**config.mk**
```make
export PLATFORM = sky130hd
export DESIGN_NAME = dmem_arbiter
export DESIGN_NICKNAME = d
export VERILOG_FILES = /design/src/rtl/dmem_pkg.sv /design/src/rtl/dmem_arbiter_resp_tag_pipe.sv /design/src/rtl/dmem_arbiter.sv
export SDC_FILE = /design/constraint.sdc
export NUM_CORES = 1
export LEC_CHECK = 0
export BUFFER_PORTS_ARGS = -buffer_cell sky130_fd_sc_hd__clkbuf_2
export CORE_AREA = 2 2 107 109
export DETAILED_ROUTE_END_ITERATION = 7
export DIE_AREA = 0 0 109 111
export GPL_TIMING_DRIVEN = 0
export PLACE_DENSITY_LB_ADDON = 0.25
export REMOVE_ABC_BUFFERS = 1
export SYNTH_ARGS = -nofsm -noshare
export SYNTH_HDL_FRONTEND = slang
export SYNTH_SLANG_ARGS = --single-unit
```
**constraint.sdc**
```tcl
create_clock -name clk -period 1.6 [get_ports clk]
set_clock_uncertainty 0.15 [all_clocks]
set_input_delay 0.24 -clock clk [delete_from_list [all_inputs] [get_ports clk]]
set_output_delay 0.24 -clock clk [all_outputs]
set_load 0.02 [all_outputs]
```
**src/rtl/dmem_pkg.sv**
```systemverilog
// Shared types and constants for the data-memory arbiter: owner tags,
// response tag layout and default widths.
package dmem_pkg;

  localparam int DEF_ADDR_W = 32;
  localparam int DEF_DATA_W = 32;
  localparam int DEF_MEM_AW = 10;
  localparam int RD_LAT_MIN = 1;
  localparam int RD_LAT_MAX = 4;

  typedef enum logic [1:0] {
    OWN_NONE = 2'b00,
    OWN_CPU  = 2'b01,
    OWN_DMA  = 2'b10
  } owner_e;

  typedef struct packed {
    owner_e owner;
    logic   err;
  } tag_t;

  localparam tag_t TAG_NONE = '{owner: OWN_NONE, err: 1'b0};

  function automatic logic misaligned(input logic [1:0] lsb);
    return (lsb != 2'b00);
  endfunction

endpackage

```
**src/rtl/dmem_arbiter_resp_tag_pipe.sv**
```systemverilog
// RD_LAT-deep shift register of {owner, err} tags; the oldest entry names
// the requester whose read data is on mem_rdata this cycle.
module resp_tag_pipe
  import dmem_pkg::*;
#(
  parameter int RD_LAT = 1
) (
  input  logic clk,
  input  logic rst_n,
  input  tag_t tag_in,
  output tag_t tag_out
);

  // Out-of-range latencies are clamped so the pipe is always 1..4 deep
  localparam int LAT = (RD_LAT < RD_LAT_MIN) ? RD_LAT_MIN :
                       ((RD_LAT > RD_LAT_MAX) ? RD_LAT_MAX : RD_LAT);

  tag_t pipe_q [LAT];
  tag_t pipe_d [LAT];

  // Next-state: new tag enters stage 0, older tags move one stage on
  always_comb begin
    pipe_d[0] = tag_in;
    for (int i = 1; i < LAT; i++) begin
      pipe_d[i] = pipe_q[i-1];
    end
  end

  // Tag stages; reset drops every in-flight read
  always_ff @(posedge clk or negedge rst_n) begin
    if (!rst_n) begin
      for (int i = 0; i < LAT; i++) begin
        pipe_q[i] <= TAG_NONE;
      end
    end else begin
      pipe_q <= pipe_d;
    end
  end

  assign tag_out = pipe_q[LAT-1];

endmodule

```
**src/rtl/dmem_arbiter.sv**
```systemverilog
// Round-robin arbiter sharing the single-port data memory between the CPU
// and a DMA/loader requester, with in-order read responses after RD_LAT.
module dmem_arbiter
  import dmem_pkg::*;
#(
  parameter int ADDR_W = DEF_ADDR_W,
  parameter int DATA_W = DEF_DATA_W,
  parameter int MEM_AW = DEF_MEM_AW,
  parameter int RD_LAT = 1
) (
  input  logic              clk,
  input  logic              rst_n,
  input  logic              cpu_req,
  input  logic              cpu_we,
  input  logic [ADDR_W-1:0] cpu_addr,
  input  logic [DATA_W-1:0] cpu_wdata,
  output logic              cpu_gnt,
  output logic              cpu_rvalid,
  output logic [DATA_W-1:0] cpu_rdata,
  output logic              cpu_err,
  input  logic              dma_req,
  input  logic              dma_we,
  input  logic [ADDR_W-1:0] dma_addr,
  input  logic [DATA_W-1:0] dma_wdata,
  output logic              dma_gnt,
  output logic              dma_rvalid,
  output logic [DATA_W-1:0] dma_rdata,
  output logic              dma_err,
  output logic              mem_en,
  output logic              mem_we,
  output logic [MEM_AW-1:0] mem_addr,
  output logic [DATA_W-1:0] mem_wdata,
  input  logic [DATA_W-1:0] mem_rdata
);

  owner_e             last_owner_q, last_owner_d;
  logic               sel_we_s;
  logic [ADDR_W-1:0]  sel_addr_s;
  logic [DATA_W-1:0]  sel_wdata_s;
  logic               granted_s;
  logic               mis_s;
  tag_t               tag_in_s;
  tag_t               tag_out_s;
  logic               unused_addr_s;

  assign unused_addr_s = ^sel_addr_s[ADDR_W-1:MEM_AW+2];

  // Arbitration: on a tie the requester that did not win last time goes;
  // grants are held off while rst_n is low so every output reads 0
  always_comb begin
    cpu_gnt      = 1'b0;
    dma_gnt      = 1'b0;
    sel_we_s     = 1'b0;
    sel_addr_s   = '0;
    sel_wdata_s  = '0;
    last_owner_d = last_owner_q;
    if (rst_n && cpu_req && (!dma_req || (last_owner_q != OWN_CPU))) begin
      cpu_gnt      = 1'b1;
      sel_we_s     = cpu_we;
      sel_addr_s   = cpu_addr;
      sel_wdata_s  = cpu_wdata;
      last_owner_d = OWN_CPU;
    end else if (rst_n && dma_req) begin
      dma_gnt      = 1'b1;
      sel_we_s     = dma_we;
      sel_addr_s   = dma_addr;
      sel_wdata_s  = dma_wdata;
      last_owner_d = OWN_DMA;
    end else begin
      last_owner_d = last_owner_q;
    end
  end

  // Memory strobe and response tag; misaligned accesses never reach memory
  always_comb begin
    granted_s = cpu_gnt | dma_gnt;
    mis_s     = misaligned(sel_addr_s[1:0]);
    mem_en    = granted_s & ~mis_s;
    mem_we    = mem_en & sel_we_s;
    mem_addr  = sel_addr_s[MEM_AW+1:2];
    mem_wdata = sel_wdata_s;
    tag_in_s  = TAG_NONE;
    if (granted_s && !sel_we_s) begin
      tag_in_s.err = mis_s;
      if (cpu_gnt) begin
        tag_in_s.owner = OWN_CPU;
      end else begin
        tag_in_s.owner = OWN_DMA;
      end
    end else begin
      tag_in_s = TAG_NONE;
    end
  end

  resp_tag_pipe #(
    .RD_LAT (RD_LAT)
  ) u_tag_pipe (
    .clk     (clk),
    .rst_n   (rst_n),
    .tag_in  (tag_in_s),
    .tag_out (tag_out_s)
  );

  // Response decode: read data is forced to 0 unless it belongs to that owner
  always_comb begin
    cpu_rvalid = (tag_out_s.owner == OWN_CPU);
    dma_rvalid = (tag_out_s.owner == OWN_DMA);
    cpu_err    = cpu_rvalid & tag_out_s.err;
    dma_err    = dma_rvalid & tag_out_s.err;
    cpu_rdata  = '0;
    dma_rdata  = '0;
    if (cpu_rvalid && !tag_out_s.err) begin
      cpu_rdata = mem_rdata;
    end else if (dma_rvalid && !tag_out_s.err) begin
      dma_rdata = mem_rdata;
    end else begin
      cpu_rdata = '0;
      dma_rdata = '0;
    end
  end

  // Round-robin pointer; DMA after reset so the CPU wins the first tie
  always_ff @(posedge clk or negedge rst_n) begin
    if (!rst_n) begin
      last_owner_q <= OWN_DMA;
    end else begin
      last_owner_q <= last_owner_d;
    end
  end

endmodule

```
# --- Word-level counts from Yosys, hierarchy flattened ---
# Cells that the tools add are included.
totals:
  regBits: 5
  input_bits: 166
  output_inout_bits: 114
  elab_cells: 40
classes:
  eq_ne: 3
  muxes: 16
  bitwise_logic: 6
  reduce_logical: 12
ops:
  columns: ["cell", "count"]
  rows:
  - ["$mux W32", 5]
  - ["$mux W12", 2]
  - ["$logic_and A1 B1 Y1", 6]
  - ["$mux W2", 3]
  - ["$mux W1", 5]
  - ["$and A1 B1 Y1", 4]
  - ["$reduce_bool A2 Y1", 2]
  - ["$logic_not A1 Y1", 3]
  - ["$mux W3", 1]
  - ["$eq A2 B1 Y1 const B", 1]
  - ["$eq A2 B2 Y1 const B", 1]
  - ["$ne A2 B1 Y1 const B", 1]
  - ["$logic_or A1 B1 Y1", 1]
  - ["$not A1 Y1", 1]
  - ["$or A1 B1 Y1", 1]

# --- Longest topological paths before layout ---
# Gate-level depths: netlist of run 1.
logic_depth:
  word_depth: 8
  depth_mapped: 5
  depth_no_buf: 4

# --- Cells and area by module ---
# From an unflattened synthesis of run 1, not the netlist that was laid out.
unflattened:
  hier_cells: 157
  hier_area_um2: 1198.6
by_module_without_submodules:
  columns: ["module", "n_inst", "cells_each", "area_each_um2", "seq_area_each_um2"]
  rows:
  - ["dmem_arbiter", 1, 154, 1123.6, 51.3]
  - ["resp_tag_pipe", 1, 3, 75.1, 75.1]

# --- Worst setup path after synthesis of run 1 ---
# OpenSTA, ideal clock, no wires.
synth_path:
  kind: "register -> output"
  start: "register last_owner_q[1]"
  end: "output port mem_we"
  arrival_time_ps: 1352
  t_required_ps: 1210
  path_slack_ps: -142
  path_stages_with_launch: 4
  path_buffers: 0
  path_cell_list: "dfstp_2 nand3b_2 nand4_1 a211oi_1"
synth_between:
  elab_chain_len: 8
  word_cells_on_any_way: 12
  classes_between: "eq/ne: 1; mux: 4; bitwise: 4; reduce/logical: 3"
synth_rtl:
  columns: ["item", "line", "rtl"]
  rows:
  - ["from (decl)", "dmem_arbiter.sv:36", "owner_e last_owner_q, last_owner_d;"]
  - ["from (signal assigned)", "dmem_arbiter.sv:127", "last_owner_q <= last_owner_d;"]
  - ["$ne A2 B1 Y1 *", "dmem_arbiter.sv:57", "if (rst_n && cpu_req && (!dma_req || (last_owner_q != OWN_CPU))) begin"]
  - ["$logic_or A1 B1 Y1 *", "dmem_arbiter.sv:57", null]
  - ["$logic_and A1 B1 Y1 *", "dmem_arbiter.sv:57", null]
  - ["$mux W12", "dmem_arbiter.sv:57", null]
  - ["$reduce_bool A2 Y1", "dmem_pkg.sv:25", "return (lsb != 2'b00);"]
  - ["$not A1 Y1", "dmem_arbiter.sv:78", "mem_en = granted_s & ~mis_s;"]
  - ["$and A1 B1 Y1", "dmem_arbiter.sv:78", null]
  - ["$and A1 B1 Y1 *", "dmem_arbiter.sv:79", "mem_we = mem_en & sel_we_s;"]
  - ["to (decl)", "dmem_arbiter.sv:30", "output logic mem_we,"]
# Mark *: on every way between the ends. The rest lies on a longest branch, timed or not.

# --- Final worst setup path of run 1 ---
layout_path:
  start: "register last_owner_q[1]"
  end: "output port mem_addr[9]"
layout_between:
  elab_chain_len: 4
layout_rtl:
  columns: ["item", "line", "rtl"]
  rows:
  - ["$ne A2 B1 Y1", "dmem_arbiter.sv:57", null]
  - ["$logic_or A1 B1 Y1", "dmem_arbiter.sv:57", null]
  - ["$logic_and A1 B1 Y1", "dmem_arbiter.sv:57", null]
  - ["$mux W12", "dmem_arbiter.sv:57", null]
  - ["to (decl)", "dmem_arbiter.sv:31", "output logic [MEM_AW-1:0] mem_addr,"]
# Every way passes these cells.

==> out/metrics.csv, run 1 <==
stage,metric,value,unit
cells_and_area,area_delta_synth_final,224,%
cells_and_area,final_cell_mix,"clkbuf_2, and2_4, buf_8, buf_6, a22o_1",
cells_and_area,fin_area,0.00394,mm2
global_routing,grt-ovfl-total,0,
clocking,cts_tree,done,
logic_synthesis,synth_top_cell_by_area,and2_1,
logic_synthesis,ys_seq_area_share,10.4,%
sta,slew_headroom,67.3,%
sta,setup_viol,112,
routing,via_per_inst,4.26,
critical_path,crit_buf_inv,2,
routing,dr.pass1.iters,4,
sta,slew_viol_final,0,
routing,drt_iter0_markers,77,
power,cell_internal_pwr,1100,uW
logic_synthesis,yosysWarningCount,0,
sta,rsz0062_at_grt,yes,
die,rows,39,
clocking,clk_path_buf_depth,2,
placed_design,dp_worst_setup_slack,-742,ps
cells_and_area,layout_commonest_cell,clkbuf_2,
placed_design,dpl-instance-area,0.00247,mm2
clocking,root_buffer,clkbuf_16,
status,failed_checks,setup timing,
logic_synthesis,synth_top_area_share,34.0,%
min_path,hp-class,in -> reg,
clocking,cts_sinks,5,
global_routing,antenna_found_initial,1,
die,die_w,109,um
power,pwr-share-seq,9.0,%
power,ir_drop,351,uV
critical_path,crit_fanout,5,
clocking,path_clk_slew,30,ps
routing,vias,2361,
logic_synthesis,synthDistinctLibCells,28,
global_routing,grt_pass1_wl,13800,um
cells_and_area,drive_gt1_share,85.4,%
cells_and_area,nets,578,
sta,clock.fmax,501,MHz
die,initial_core_util,11.0,%
logic_synthesis,netlist_area,0.00121,mm2
critical_path,worstSetupEndpointType,output pin,
die,core_area,0.0111,mm2
routing,detail-route-antenna-nets,0,
die,die_h,111,um
power,swShare,38.3,%
global_routing,first_global_vias,2409,
sta,setup_ws,-397,ps
critical_path,crit_family,flip-flops,
placed_design,gp_congestion,0.805,
critical_path,crit_type,reg -> out,
placed_design,dp.final_hpwl,6810,um
sta,finalCriticalPeriod,2000,ps
routing,wl_per_cell,18.7,um
critical_path,critPathMaxStageDelay,540,ps
sta,final.period_utilization,125,%
logic_synthesis,netlist_top_cells_area,"and2_1, a22o_1, dfrtp_1, buf_6, dfstp_2",
placed_design,portBuffers,239,
power,p_per_area,453,mW/mm2
power,comb_power_share,67.8,%
sta,finalHoldViolations,0,
logic_synthesis,syn_inst,156,
critical_path,crit_required,1210,ps
power,p_leak,0.00206,uW
cells_and_area,n_antenna_cell,0,
critical_path,slowest_stage,dfstp_2,
logic_synthesis,synth_area_per_cell,7.79,um2
routing,wirelength,10400,um
power,p_switching,682,uW
status,outcome,"finished, violations left",
sta,tightestPinTransition,485,ps
routing,route.detailed.drc,0,
power,clkPwrFrac,23.2,%
clocking,h-tree-depth,1,
global_routing,grt_usage,15.6,%
clocking,clock_latency,230,ps
die,die-area,0.0121,mm2
cells_and_area,final_core_util,35.5,%
global_routing,grt_max_degree,22,
die,pin_count,280,
clocking,numCtsBuffers,3,
critical_path,critPathLaunchType,register,
critical_path,path_cells,nand2b_4 -> a21oi_4 -> clkbuf_16 -> a22o_1 -> buf_2,
critical_path,worst_ep_arrival_time,1610,ps
run,cap_viol_max_count,0,
logic_synthesis,ys_ff_latch,5,
[area by class of cell]
type / count / area [um2]
Clock buffer: 4 / 78.8
Tap cell: 143 / 179
Sequential cell: 5 / 129
Timing Repair Buffer: 253 / 2180
Timing Repair inverter: 2 / 32.5
Multi-Input combinational cell: 144 / 1310
Inverter: 3 / 23.8
Fill cell: 1075 / 7140
[what timing repair did]
action,in CTS,in global routing
hold endpoints to repair,5,0
gates cloned,12,1
endpoints found under the setup margin,112,113
buffers inserted,10,2
hold buffers,1,0
gates resized for setup,203,208
pin swaps,37,64
[tightest hold or removal path: stages]
cell and delay [ps]:
clkbuf_2 90, nand3b_1 120, inv_1 40
[per-layer routing]
metal / GRT usage, % / wire length [um] / part of all wire [%]
met1: 12.8 / 3190 / 31
met2: 31.8 / 5520 / 53
met3: 6.58 / 1350 / 13
met4: 4.87 / 286 / 2.8
met5: 0 / 7 / 0.068
[Yosys cell counts (all sizes together)]
library cell / instances
and2: 67
a22o: 42
buf: 8
clkbuf: 6
dfrtp: 4
nand2: 4
and2b: 3
inv: 3
nor2: 3
a21oi: 2
nand3b: 2
o2bb2ai: 2
a211oi: 1
a21o: 1
a22oi: 1
dfstp: 1
nand2b: 1
nand3: 1
nand4: 1
nor2b: 1
o21ai: 1
o21ba: 1
[state kept, by name (all words and copies together), names as in the netlist]
register,cells
u_tag_pipe.tag_out,3
last_owner_q,2
[kinds of logic (layout without fill, tap and decap cells)]
| family | after synthesis | after routing | synth area share (%) |
|---|---|---|---|
| AOI/OAI and AO/OA | 51 | 55 | 36.6 |
| buffers and inverters | 17 | 262 | 10.7 |
| DFF | 5 | 5 | 10.4 |
| and+or+nand+nor | 83 | 89 | 42.3 |
[power by group through the flow]
stage                     registers, uW  clock network [uW]  logic [uW]
after floorplan                     148                   0         411
after global placement              151                   0         770
after detailed placement            151                   0         776
after CTS                           158                 422        1040
after global routing                161                 435        1270
final                               160                 413        1210
[final timing paths]
| kind | from | endpoint | slack [ps] | cells after the start |
|---|---|---|---|---|
| max | last_owner_q[1] | mem_addr[9] | -400 | 5 |
| min | cpu_we | u_tag_pipe.tag_out[1] | 160 | 3 |
| max reg2reg | last_owner_q[1] | u_tag_pipe.tag_out[0] | -10 | 6 |
| min reg2reg | last_owner_q[1] | last_owner_q[1] | 370 | 1 |
| max in group asynchronous | rst_n | last_owner_q[1] | 700 | 2 |
| min in group asynchronous | rst_n | last_owner_q[0] | 330 | 2 |
[stage by stage]
stage / power [uW] / cells / setup TNS (ps) / hold WS (ps)
2_1_floorplan: 559 / 142 / -31270 / -206
3_3_place_gp: 920 / 524 / -50750 / -63.6
3_5_place_dp: 928 / 524 / -56580 / -63.8
4_1_cts: 1620 / 551 / -27830 / 155
5_1_grt: 1870 / 554 / -31700 / 189
6_report: 1780 / 554 / -26730 / 159
Power figures use the tool's default switching activity.
==> run 2: changes to the inputs <==
- ABC_AREA: default -> 1
- CORE_AREA: 2 2 107 109 -> 2 2 108 110
- DIE_AREA: 0 0 109 111 -> 0 0 110 112
==> run 2 against run 1 <==
  * The run still ends with setup timing left
  * Flip-flop and latch count stayed put
  * Clock power is 1% lower
  * Sequential share of layout area is 0.30 points lower
  * Critical path depth is 3 higher
  * Fmax is 4.4% higher
  * Combinational power is 9% higher
  * Design area is 9.2% higher
  * Non-clock buffer count stayed put
  * Setup slack better by 84 ps
  * Largest cell class unchanged
==> out/metrics.csv, run 2 <==
stage,metric,value,unit
sta,slew_headroom,78.9,%
global_routing,met2_usage,27.1,%
cells_and_area,nets,711,
critical_path,crit_fanout,10,
cells_and_area,final_cell_mix,"clkbuf_2, nand2_1, nor2_4, buf_6, inv_1",
clocking,path_clk_slew,30,ps
die,die-area,0.0123,mm2
global_routing,grt_pass1_wl,12400,um
power,swShare,45.6,%
sta,clock.fmax,523,MHz
routing,via_per_inst,3.99,
clocking,clk_path_buf_depth,2,
die,pin_count,280,
logic_synthesis,syn_inst,290,
global_routing,grt_usage,12.8,%
placed_design,dp.final_hpwl,5640,um
routing,wirelength,9930,um
critical_path,critPathMaxStageDelay,520,ps
critical_path,r2r_cells,7,
logic_synthesis,synthDistinctLibCells,17,
global_routing,first_global_vias,2646,
power,p_switching,861,uW
logic_synthesis,synthFlopType,dfrtp_1,
placed_design,gp_congestion,0.751,
sta,finalHoldViolations,0,
die,rows,39,
clocking,cts_tree,done,
cells_and_area,largest_reg_flops,3,
clocking,cts_sinks,5,
die,die_w,110,um
sta,finalCriticalPeriod,1910,ps
logic_synthesis,ys_seq_area_share,9.47,%
sta,slew_viol_final,0,
min_path,hold_start,cpu_we,
global_routing,busiest_layer,met2,
sta,final.period_utilization,120,%
min_path,hp-class,in -> reg,
logic_synthesis,synth_top_area_share,39.1,%
status,failed_checks,setup timing,
logic_synthesis,synth-edff-count,0,
power,cell_internal_pwr,1030,uW
global_routing,use_met1,10.9,%
clocking,h-tree-depth,1,
sta,tightestPinTransition,317,ps
clocking,numCtsBuffers,3,
critical_path,slowest_stage,dfstp_2,
logic_synthesis,ys_top_cells_by_count,"nand2_1, nor2_1, inv_1",
power,pwr-share-seq,8.1,%
logic_synthesis,netlist_area,0.00133,mm2
routing,detail-route-antenna-nets,0,
critical_path,worst_ep_arrival_time,1520,ps
routing,dr.pass1.iters,6,
sta,setup_viol,111,
status,outcome,"finished, violations left",
logic_synthesis,ys_ff_latch,5,
clocking,clock_latency,220,ps
placed_design,dpl.cell_count,658,
power,p_per_area,439,mW/mm2
run,cap_viol_max_count,0,
critical_path,reg2reg_from,last_owner_q[1],
logic_synthesis,synth_area_per_cell,4.60,um2
min_path,hold_depth,3,
power,clkPwrFrac,21.6,%
min_path,whs_endpoint,u_tag_pipe.tag_out[1],
global_routing,grt.met3_usage,2.52,%
sta,setup_ws,-313,ps
global_routing,antenna_found_initial,1,
critical_path,crit_required,1210,ps
critical_path,r2r_end,u_tag_pipe.tag_out[0],
placed_design,dp_worst_setup_slack,-605,ps
logic_synthesis,netlist_top_cells_area,"nand2_1, nor2_1, inv_1, buf_6, dfrtp_1",
cells_and_area,layout_commonest_cell,clkbuf_2,
cells_and_area,instances_no_fill,688,
logic_synthesis,synthArstFlopShare,100,%
die,initial_core_util,11.9,%
clocking,root_buffer,clkbuf_16,
critical_path,critPathLaunchType,register,
sta,rsz0062_at_grt,yes,
routing,route.detailed.drc,0,
critical_path,r2r_slack,270,ps
logic_synthesis,synth.most_common_cell,nand2_1,
logic_synthesis,yosysWarningCount,0,
routing,drt_iter0_markers,69,
power,ir_drop,309,uV
logic_synthesis,synth_top_cell_by_area,nand2_1,
placed_design,portBuffers,239,
critical_path,path_cells,inv_2 -> nand3_4 -> nand2_8 -> nand2_8 -> inv_6 -> nand2_1 -> nand2_1 -> clkbuf_2,
die,core_area,0.0112,mm2
routing,wl_per_cell,14.4,um
power,comb_power_share,70.2,%
routing,vias,2744,
global_routing,grt_max_degree,45,
die,die_h,112,um
critical_path,crit_type,reg -> out,
global_routing,grt-ovfl-total,0,
critical_path,worstSetupEndpointType,output pin,
cells_and_area,area_delta_synth_final,222,%
power,p_leak,0.00234,uW
cells_and_area,drive_gt1_share,66.7,%
[run 2: worst max path at each step]
stage	startpoint	endpoint	slack [ps]	depth (start not counted)
floorplan	u_tag_pipe.tag_out[2]	cpu_rdata[0]	-480	3
global placement	u_tag_pipe.tag_out[2]	dma_rdata[21]	-540	5
detailed placement	u_tag_pipe.tag_out[2]	dma_rdata[18]	-610	5
CTS	last_owner_q[1]	mem_wdata[29]	-330	8
global route	last_owner_q[1]	mem_addr[9]	-380	8
finish	last_owner_q[1]	mem_addr[1]	-310	8
[run 2: kinds of logic (layout without fill, tap and decap cells)]
logic type / Yosys count / after routing / share of synthesized area (%)
AO/OA/AOI/OAI: 1 / 1 / 0.375
buffers and inverters: 61 / 309 / 24.6
flip-flops: 5 / 5 / 9.48
other: 0 / 1 / 0
AND/OR/NAND/NOR: 223 / 229 / 65.6
[run 2: worst max-delay path: cells and delay by family (launching register included)]
kind / cells / cell delay, ps
flip-flops: 1 / 520
AND/OR/NAND/NOR: 5 / 490
buffers and inverters: 3 / 280
[run 2: power groups by stage]
stage / Sequential, uW / Clock [uW] / Combinational [uW]
2_1_floorplan: 147 / 0 / 424
3_3_place_gp: 148 / 0 / 781
3_5_place_dp: 149 / 0 / 783
4_1_cts: 152 / 411 / 1100
5_1_grt: 155 / 425 / 1410
6_report: 153 / 408 / 1320
[run 2: layer usage]
metal / routed length [um] / up-vias
met5: 0 / -
met1: 3270 / 1180
li1: - / 1348
met2: 5250 / 182
met3: 989 / 34
met4: 419 / 0
[run 2: timing repair]
action                     CTS  global route
setup endpoints to repair  110           112
setup buffers                8             5
gates resized for setup    222           241
cloned                       9             2
hold endpoints to repair     5             0
hold buffers                 1             0
pin swaps                   10            15
[run 2: metrics by stage]
stage | hold slack (ps) | area (um2) | utilization [%] | setup TNS [ps] | total power (uW)
2_1_floorplan | -206 | 1190 | - | -32720 | 571
3_3_place_gp | -78.7 | 2560 | 22.9 | -35090 | 929
3_5_place_dp | -72.9 | 2560 | 22.9 | -39890 | 932
4_1_cts | 176 | 3660 | 32.8 | -24880 | 1670
5_1_grt | 209 | 4290 | 38.4 | -31420 | 1990
6_report | 176 | 4300 | 38.5 | -24520 | 1890
[run 2: cell type report]
type | instances | area (um2)
Tap cell | 143 | 179
Multi-Input combinational cell | 230 | 1640
Timing Repair inverter | 5 | 75.1
Fill cell | 1099 | 6880
Sequential cell | 5 | 128
Timing Repair Buffer | 253 | 1970
Inverter | 47 | 224
Antenna cell | 1 | 2.50
Clock buffer | 4 | 78.8
